==> config.mk <==
export PLATFORM = sky130hd
export DESIGN_NAME = prince_sbox_cms_compress_flat
export DESIGN_NICKNAME = d
export VERILOG_FILES = /design/src/rtl/prince_sbox_cms_compress_if.sv /design/src/rtl/prince_sbox_cms_compress.sv /design/src/flat_wrapper.sv
export SDC_FILE = /design/constraint.sdc
export NUM_CORES = 1
export LEC_CHECK = 0
export BUFFER_PORTS_ARGS = -buffer_cell sky130_fd_sc_hd__buf_4
export CORE_ASPECT_RATIO = 0.75
export CORE_UTILIZATION = 40
export CTS_CLUSTER_SIZE = 24
export DETAILED_ROUTE_END_ITERATION = 12
export PLACE_DENSITY = 0.64
export SYNTH_ARGS = -nofsm -noshare
export SYNTH_HDL_FRONTEND = slang
export SYNTH_SLANG_ARGS = --single-unit
==> constraint.sdc <==
create_clock -name clk -period 1.34 [get_ports clk]
set_input_delay 0.134 -clock clk [delete_from_list [all_inputs] [get_ports clk]]
set_output_delay 0.134 -clock clk [all_outputs]
set_load 0.02 [all_outputs]
==> src/rtl/prince_sbox_cms_compress_if.sv <==
// Handshake and data bundle between the first CMS S-box layer, the
// refresh/compress pipeline and the PRINCE state datapath.
interface prince_sbox_cms_compress_if #(
    parameter int NCOMP = 8
);
    // Upstream side: component shares, fresh randomness and nibble tag
    logic                 in_valid;
    logic                 in_ready;
    logic [4*NCOMP-1:0]   in_comp;
    logic [4*NCOMP-1:0]   in_rnd;
    logic [3:0]           in_idx;

    // Downstream side: 2-share masked S-box output nibble
    logic                 out_valid;
    logic                 out_ready;
    logic [3:0]           out_sh0;
    logic [3:0]           out_sh1;
    logic [3:0]           out_idx;

    // Environment view: drives the input beat and the consumer ready
    modport master (
        output in_valid,
        output in_comp,
        output in_rnd,
        output in_idx,
        output out_ready,
        input  in_ready,
        input  out_valid,
        input  out_sh0,
        input  out_sh1,
        input  out_idx
    );

    // Pipeline view
    modport slave (
        input  in_valid,
        input  in_comp,
        input  in_rnd,
        input  in_idx,
        input  out_ready,
        output in_ready,
        output out_valid,
        output out_sh0,
        output out_sh1,
        output out_idx
    );
endinterface

==> src/rtl/prince_sbox_cms_compress.sv <==
// PRINCE CMS S-box share compression.
// Stage 1 ring-refreshes every component share with fresh randomness and
// registers it (the glitch barrier between the two CMS layers). Stage 2
// XOR-folds the lower and upper halves of each bit's components into a
// 2-share nibble. Both stages form a valid/ready pipeline that sustains
// one nibble per cycle.
module prince_sbox_cms_compress #(
    parameter int NCOMP = 8
) (
    input  logic                      clk,
    input  logic                      rst,
    prince_sbox_cms_compress_if.slave bus
);

    localparam int W    = 4 * NCOMP;
    localparam int HALF = NCOMP / 2;

    // The share split only balances for an even component count of at least 4
    if (((NCOMP % 2) != 0) || (NCOMP < 4)) begin : g_bad_ncomp
        $error("prince_sbox_cms_compress: NCOMP must be even and >= 4");
    end

    // Ring refresh: component i absorbs r[i] and r[i+1 mod NCOMP], so each
    // random bit enters exactly twice per output bit and cancels in the
    // full XOR while every individual share is re-masked.
    function automatic logic [W-1:0] ring_refresh(
        input logic [W-1:0] comp,
        input logic [W-1:0] rnd
    );
        logic [W-1:0] res;
        res = {W{1'b0}};
        for (int b = 0; b < 4; b++) begin
            for (int i = 0; i < NCOMP; i++) begin
                res[b*NCOMP + i] = comp[b*NCOMP + i]
                                 ^ rnd[b*NCOMP + i]
                                 ^ rnd[b*NCOMP + ((i + 1) % NCOMP)];
            end
        end
        return res;
    endfunction

    // Fold one half (offset 0 or HALF) of every bit's components into a nibble
    function automatic logic [3:0] fold_half(
        input logic [W-1:0] shares,
        input int           offset
    );
        logic [3:0] res;
        res = 4'b0000;
        for (int b = 0; b < 4; b++) begin
            res[b] = ^shares[b*NCOMP + offset +: HALF];
        end
        return res;
    endfunction

    // Stage 1 state
    logic [W-1:0] r1_r;
    logic [3:0]   idx1_r;
    logic         v1_r;

    // Stage 2 state (drives the outputs directly)
    logic [3:0]   sh0_r;
    logic [3:0]   sh1_r;
    logic [3:0]   oidx_r;
    logic         ovalid_r;

    // Handshake enables
    logic         en1_s;
    logic         en2_s;
    logic         in_ready_s;

    // Stage enables: stage 2 moves when its slot is free or being drained,
    // stage 1 accepts when it is empty or emptying into stage 2.
    always_comb begin
        en2_s      = v1_r & (~ovalid_r | bus.out_ready);
        in_ready_s = ~v1_r | en2_s;
        en1_s      = bus.in_valid & in_ready_s;
    end

    // Stage 1: capture refreshed shares and tag; randomness is consumed only here
    always_ff @(posedge clk) begin
        if (rst) begin
            r1_r   <= {W{1'b0}};
            idx1_r <= 4'd0;
            v1_r   <= 1'b0;
        end else begin
            if (en1_s) begin
                r1_r   <= ring_refresh(bus.in_comp, bus.in_rnd);
                idx1_r <= bus.in_idx;
            end
            if (en1_s) begin
                v1_r <= 1'b1;
            end else if (en2_s) begin
                v1_r <= 1'b0;
            end else begin
                v1_r <= v1_r;
            end
        end
    end

    // Stage 2: compress stage-1 flops into two output shares
    always_ff @(posedge clk) begin
        if (rst) begin
            sh0_r    <= 4'd0;
            sh1_r    <= 4'd0;
            oidx_r   <= 4'd0;
            ovalid_r <= 1'b0;
        end else begin
            if (en2_s) begin
                sh0_r  <= fold_half(r1_r, 0);
                sh1_r  <= fold_half(r1_r, HALF);
                oidx_r <= idx1_r;
            end
            if (en2_s) begin
                ovalid_r <= 1'b1;
            end else if (ovalid_r & bus.out_ready) begin
                ovalid_r <= 1'b0;
            end else begin
                ovalid_r <= ovalid_r;
            end
        end
    end

    assign bus.in_ready  = in_ready_s;
    assign bus.out_valid = ovalid_r;
    assign bus.out_sh0   = sh0_r;
    assign bus.out_sh1   = sh1_r;
    assign bus.out_idx   = oidx_r;

endmodule
==> src/flat_wrapper.sv <==
// flat-port wrapper written by rule: the top's interface ports become plain ports
module prince_sbox_cms_compress_flat 
#(
    parameter int NCOMP = 8
)
  (clk, rst, bus_in_valid, bus_in_comp, bus_in_rnd, bus_in_idx, bus_out_ready, bus_in_ready, bus_out_valid, bus_out_sh0, bus_out_sh1, bus_out_idx);
  prince_sbox_cms_compress_if #(.NCOMP(NCOMP)) bus_i ();
  input  logic clk;
  input  logic rst;
  input wire logic [$bits(bus_i.in_valid)-1:0] bus_in_valid;
  input wire logic [$bits(bus_i.in_comp)-1:0] bus_in_comp;
  input wire logic [$bits(bus_i.in_rnd)-1:0] bus_in_rnd;
  input wire logic [$bits(bus_i.in_idx)-1:0] bus_in_idx;
  input wire logic [$bits(bus_i.out_ready)-1:0] bus_out_ready;
  output wire logic [$bits(bus_i.in_ready)-1:0] bus_in_ready;
  output wire logic [$bits(bus_i.out_valid)-1:0] bus_out_valid;
  output wire logic [$bits(bus_i.out_sh0)-1:0] bus_out_sh0;
  output wire logic [$bits(bus_i.out_sh1)-1:0] bus_out_sh1;
  output wire logic [$bits(bus_i.out_idx)-1:0] bus_out_idx;
  assign bus_i.in_valid = bus_in_valid;
  assign bus_i.in_comp = bus_in_comp;
  assign bus_i.in_rnd = bus_in_rnd;
  assign bus_i.in_idx = bus_in_idx;
  assign bus_i.out_ready = bus_out_ready;
  assign bus_in_ready = bus_i.in_ready;
  assign bus_out_valid = bus_i.out_valid;
  assign bus_out_sh0 = bus_i.out_sh0;
  assign bus_out_sh1 = bus_i.out_sh1;
  assign bus_out_idx = bus_i.out_idx;
  prince_sbox_cms_compress #(.NCOMP(NCOMP)) u_core (.clk(clk), .rst(rst), .bus(bus_i));
endmodule
==> out/results.tsv <==
metric	value	unit
outcome	complete, no violations	
slew_violations	0	
clk_pin_slew	0.08	ns
final_cell_mix	buf_4, xnor2_1, dfxtp_1, nand2_1, xor2_1	
setup_tns	0	ns
wire_per_inst	11.9	um
antenna_found_initial	0	
port_buffers	85	
grt_pass1_vias	1979	
fp.dieH	70.9	um
slowest_stage	dfxtp_2	
yosysWarnings	0	
grt_first_pass_wirelength	8580	um
drt-initial-drc-count	95	
h-tree-depth	2	
ant_nets	0	
max-vdd-ir-drop	0.000491	V
synth_edf_count	0	
drv_cap	0	
cp_cell_sequence	and3b_4, inv_4, buf_4	
core_area	5950	um^2
crit_type	reg2out	
grt_max_degree	33	
slowest_delay	0.36	ns
max_freq	796	MHz
clk-insertion-delay-late	0.29	ns
final_nets	428	
synth_area	2530	um^2
postSynthAreaPerCell	9.48	um^2
drt_wl_total	5170	um
synth_cells	267	
cp.required	1.21	ns
synth_nets	339	
grt_usage	0.163	
overflow	0	
pin_count	86	
cts.hold.buffers_added	0	
cts-root-buf	clkbuf_8	
rsz0062_at_grt	no	
row_count	24	
drt-pass1-iter-count	4	
cts_sinks	50	
crit_buf_inv	2	
hold_violations	0	
slew_headroom	0.840	
cellLeakagePower	1.34	nW
tightest_slew	0.240	ns
fin_skew	0.00345	ns
clockBufferDepth	2	
cts_tree	yes	
design_area	3390	um^2
cp-start-kind	register	
worst_hold_slack	0.103	ns
final_common_cell	buf_4	
synth-seq-cells	50	
start_util	0.426	
postSynth.asyncResetShare	0	
via_per_inst	4.79	
drcViolationCount	0	
cts_setup_buffers	0	
drive_gt1_frac	0.325	
die_width	93.9	um
finalCritPeriodShare	0.938	
vias	2084	
synth_ff_type	dfxtp_1	
gp_congestion	0.754	
arrival	1.12	ns
period_minus_slack	1.26	ns
holdCritPathClass	in2reg	
num_antenna_cells	0	
synth_cell_types	22	
cellPowerDensity	1030	nW/um^2
syn_to_final_growth	33.8	%
cts_inserted_buffers	5	
hpwlAfterDp	3970	um
cp_top_family	flip-flops	
dpl_cell_area	3300	um^2
crit_path_end_kind	output port	
yosysSeqAreaShare	0.395	
die-area	6660	um^2
finalSetupViolations	0	
cp_max_fo	7	
power by group:
| part | total [mW] | internal, mW | switching (mW) |
|---|---|---|---|
| Clock | 0.874 | 0.417 | 0.457 |
| Sequential | 1.69 | 1.61 | 0.0799 |
| Combinational | 0.935 | 0.523 | 0.412 |
sequential cells by signal, summed over array words and instances, names as in the netlist:
signal,cells
u_core.r1_r,32
u_core.bus.out_sh1,4
u_core.bus.out_valid,1
u_core.bus.out_idx,4
u_core.v1_r,1
u_core.idx1_r,4
u_core.bus.out_sh0,4
per-stage QoR:
stage / power, mW / worst slack, ns / instances / util
after floorplan: 2.31 / 0.0780 / 267 / -
after global routing: 3.70 / 0.0290 / 435 / 0.570
after detailed placement: 2.67 / 0.122 / 427 / 0.555
final: 3.50 / 0.0831 / 435 / 0.570
after global placement: 2.66 / 0.158 / 427 / 0.555
after CTS: 3.54 / 0.0415 / 435 / 0.570
cell usage after synthesis, types with 2 or more instances:
master | count | area (um^2)
xor2_1 | 32 | 280
a211oi_1 | 8 | 60.1
xnor2_1 | 56 | 490
inv_1 | 3 | 11.3
o22ai_1 | 23 | 144
a21oi_1 | 18 | 90.1
o21ai_0 | 8 | 40.0
nand2_1 | 32 | 120
clkbuf_1 | 2 | 7.51
dfxtp_1 | 50 | 1000
buf_6 | 3 | 33.8
o22ai_2 | 9 | 113
buf_2 | 7 | 35.0
nand3_1 | 8 | 40.0
final timing paths:
kind	startpoint	end	slack, ns	depth (start not counted)
min reg2reg	u_core.idx1_r[2]	u_core.bus.out_idx[2]	0.48	2
max	u_core.bus.out_valid	bus_in_ready	0.08	3
max reg2reg	u_core.bus.out_valid	u_core.r1_r[14]	0.16	5
min	bus_in_idx[3]	u_core.idx1_r[3]	0.10	3
logic make-up (layout without fill, tap and decap cells):
group / after synthesis / in the layout / synth area share
buf+inv: 17 / 107 / 0.0400
simple gates: 46 / 46 / 0.0840
compound gates: 66 / 66 / 0.176
flops: 50 / 50 / 0.395
xor+xnor: 88 / 88 / 0.304
layer usage:
layer / global-route usage / part of all wire / vias to the layer above
met4: 0.0410 / 0.0041 / 0
li1: - / - / 1089
met2: 0.265 / 0.46 / 63
met5: 0 / 0 / -
met3: 0.0419 / 0.060 / 2
met1: 0.214 / 0.48 / 930
what timing repair did:
action / in CTS / in global routing
endpoints found under the setup margin: 0 / 1
resized for setup: 0 / 1
endpoints found under the hold margin: 0 / 0
final cells by class:
| class | count | area, um^2 |
|---|---|---|
| well taps | 78 | 97.6 |
| fillers | 550 | 2560 |
| multi-input cells | 200 | 1430 |
| repair buffers | 95 | 751 |
| flip-flops and latches | 50 | 1000 |
| clock inverters | 1 | 5.00 |
| inverters | 4 | 17.5 |
| clock buffers | 7 | 86.3 |
worst min-delay path: cells and delay by family:
| family | cells | cell delay, ns |
|---|---|---|
| buffers and inverters | 1 | 0.11 |
| AOI/OAI and AO/OA | 1 | 0.05 |
| and+or+nand+nor | 1 | 0.06 |
Power figures use the tool's default switching activity.
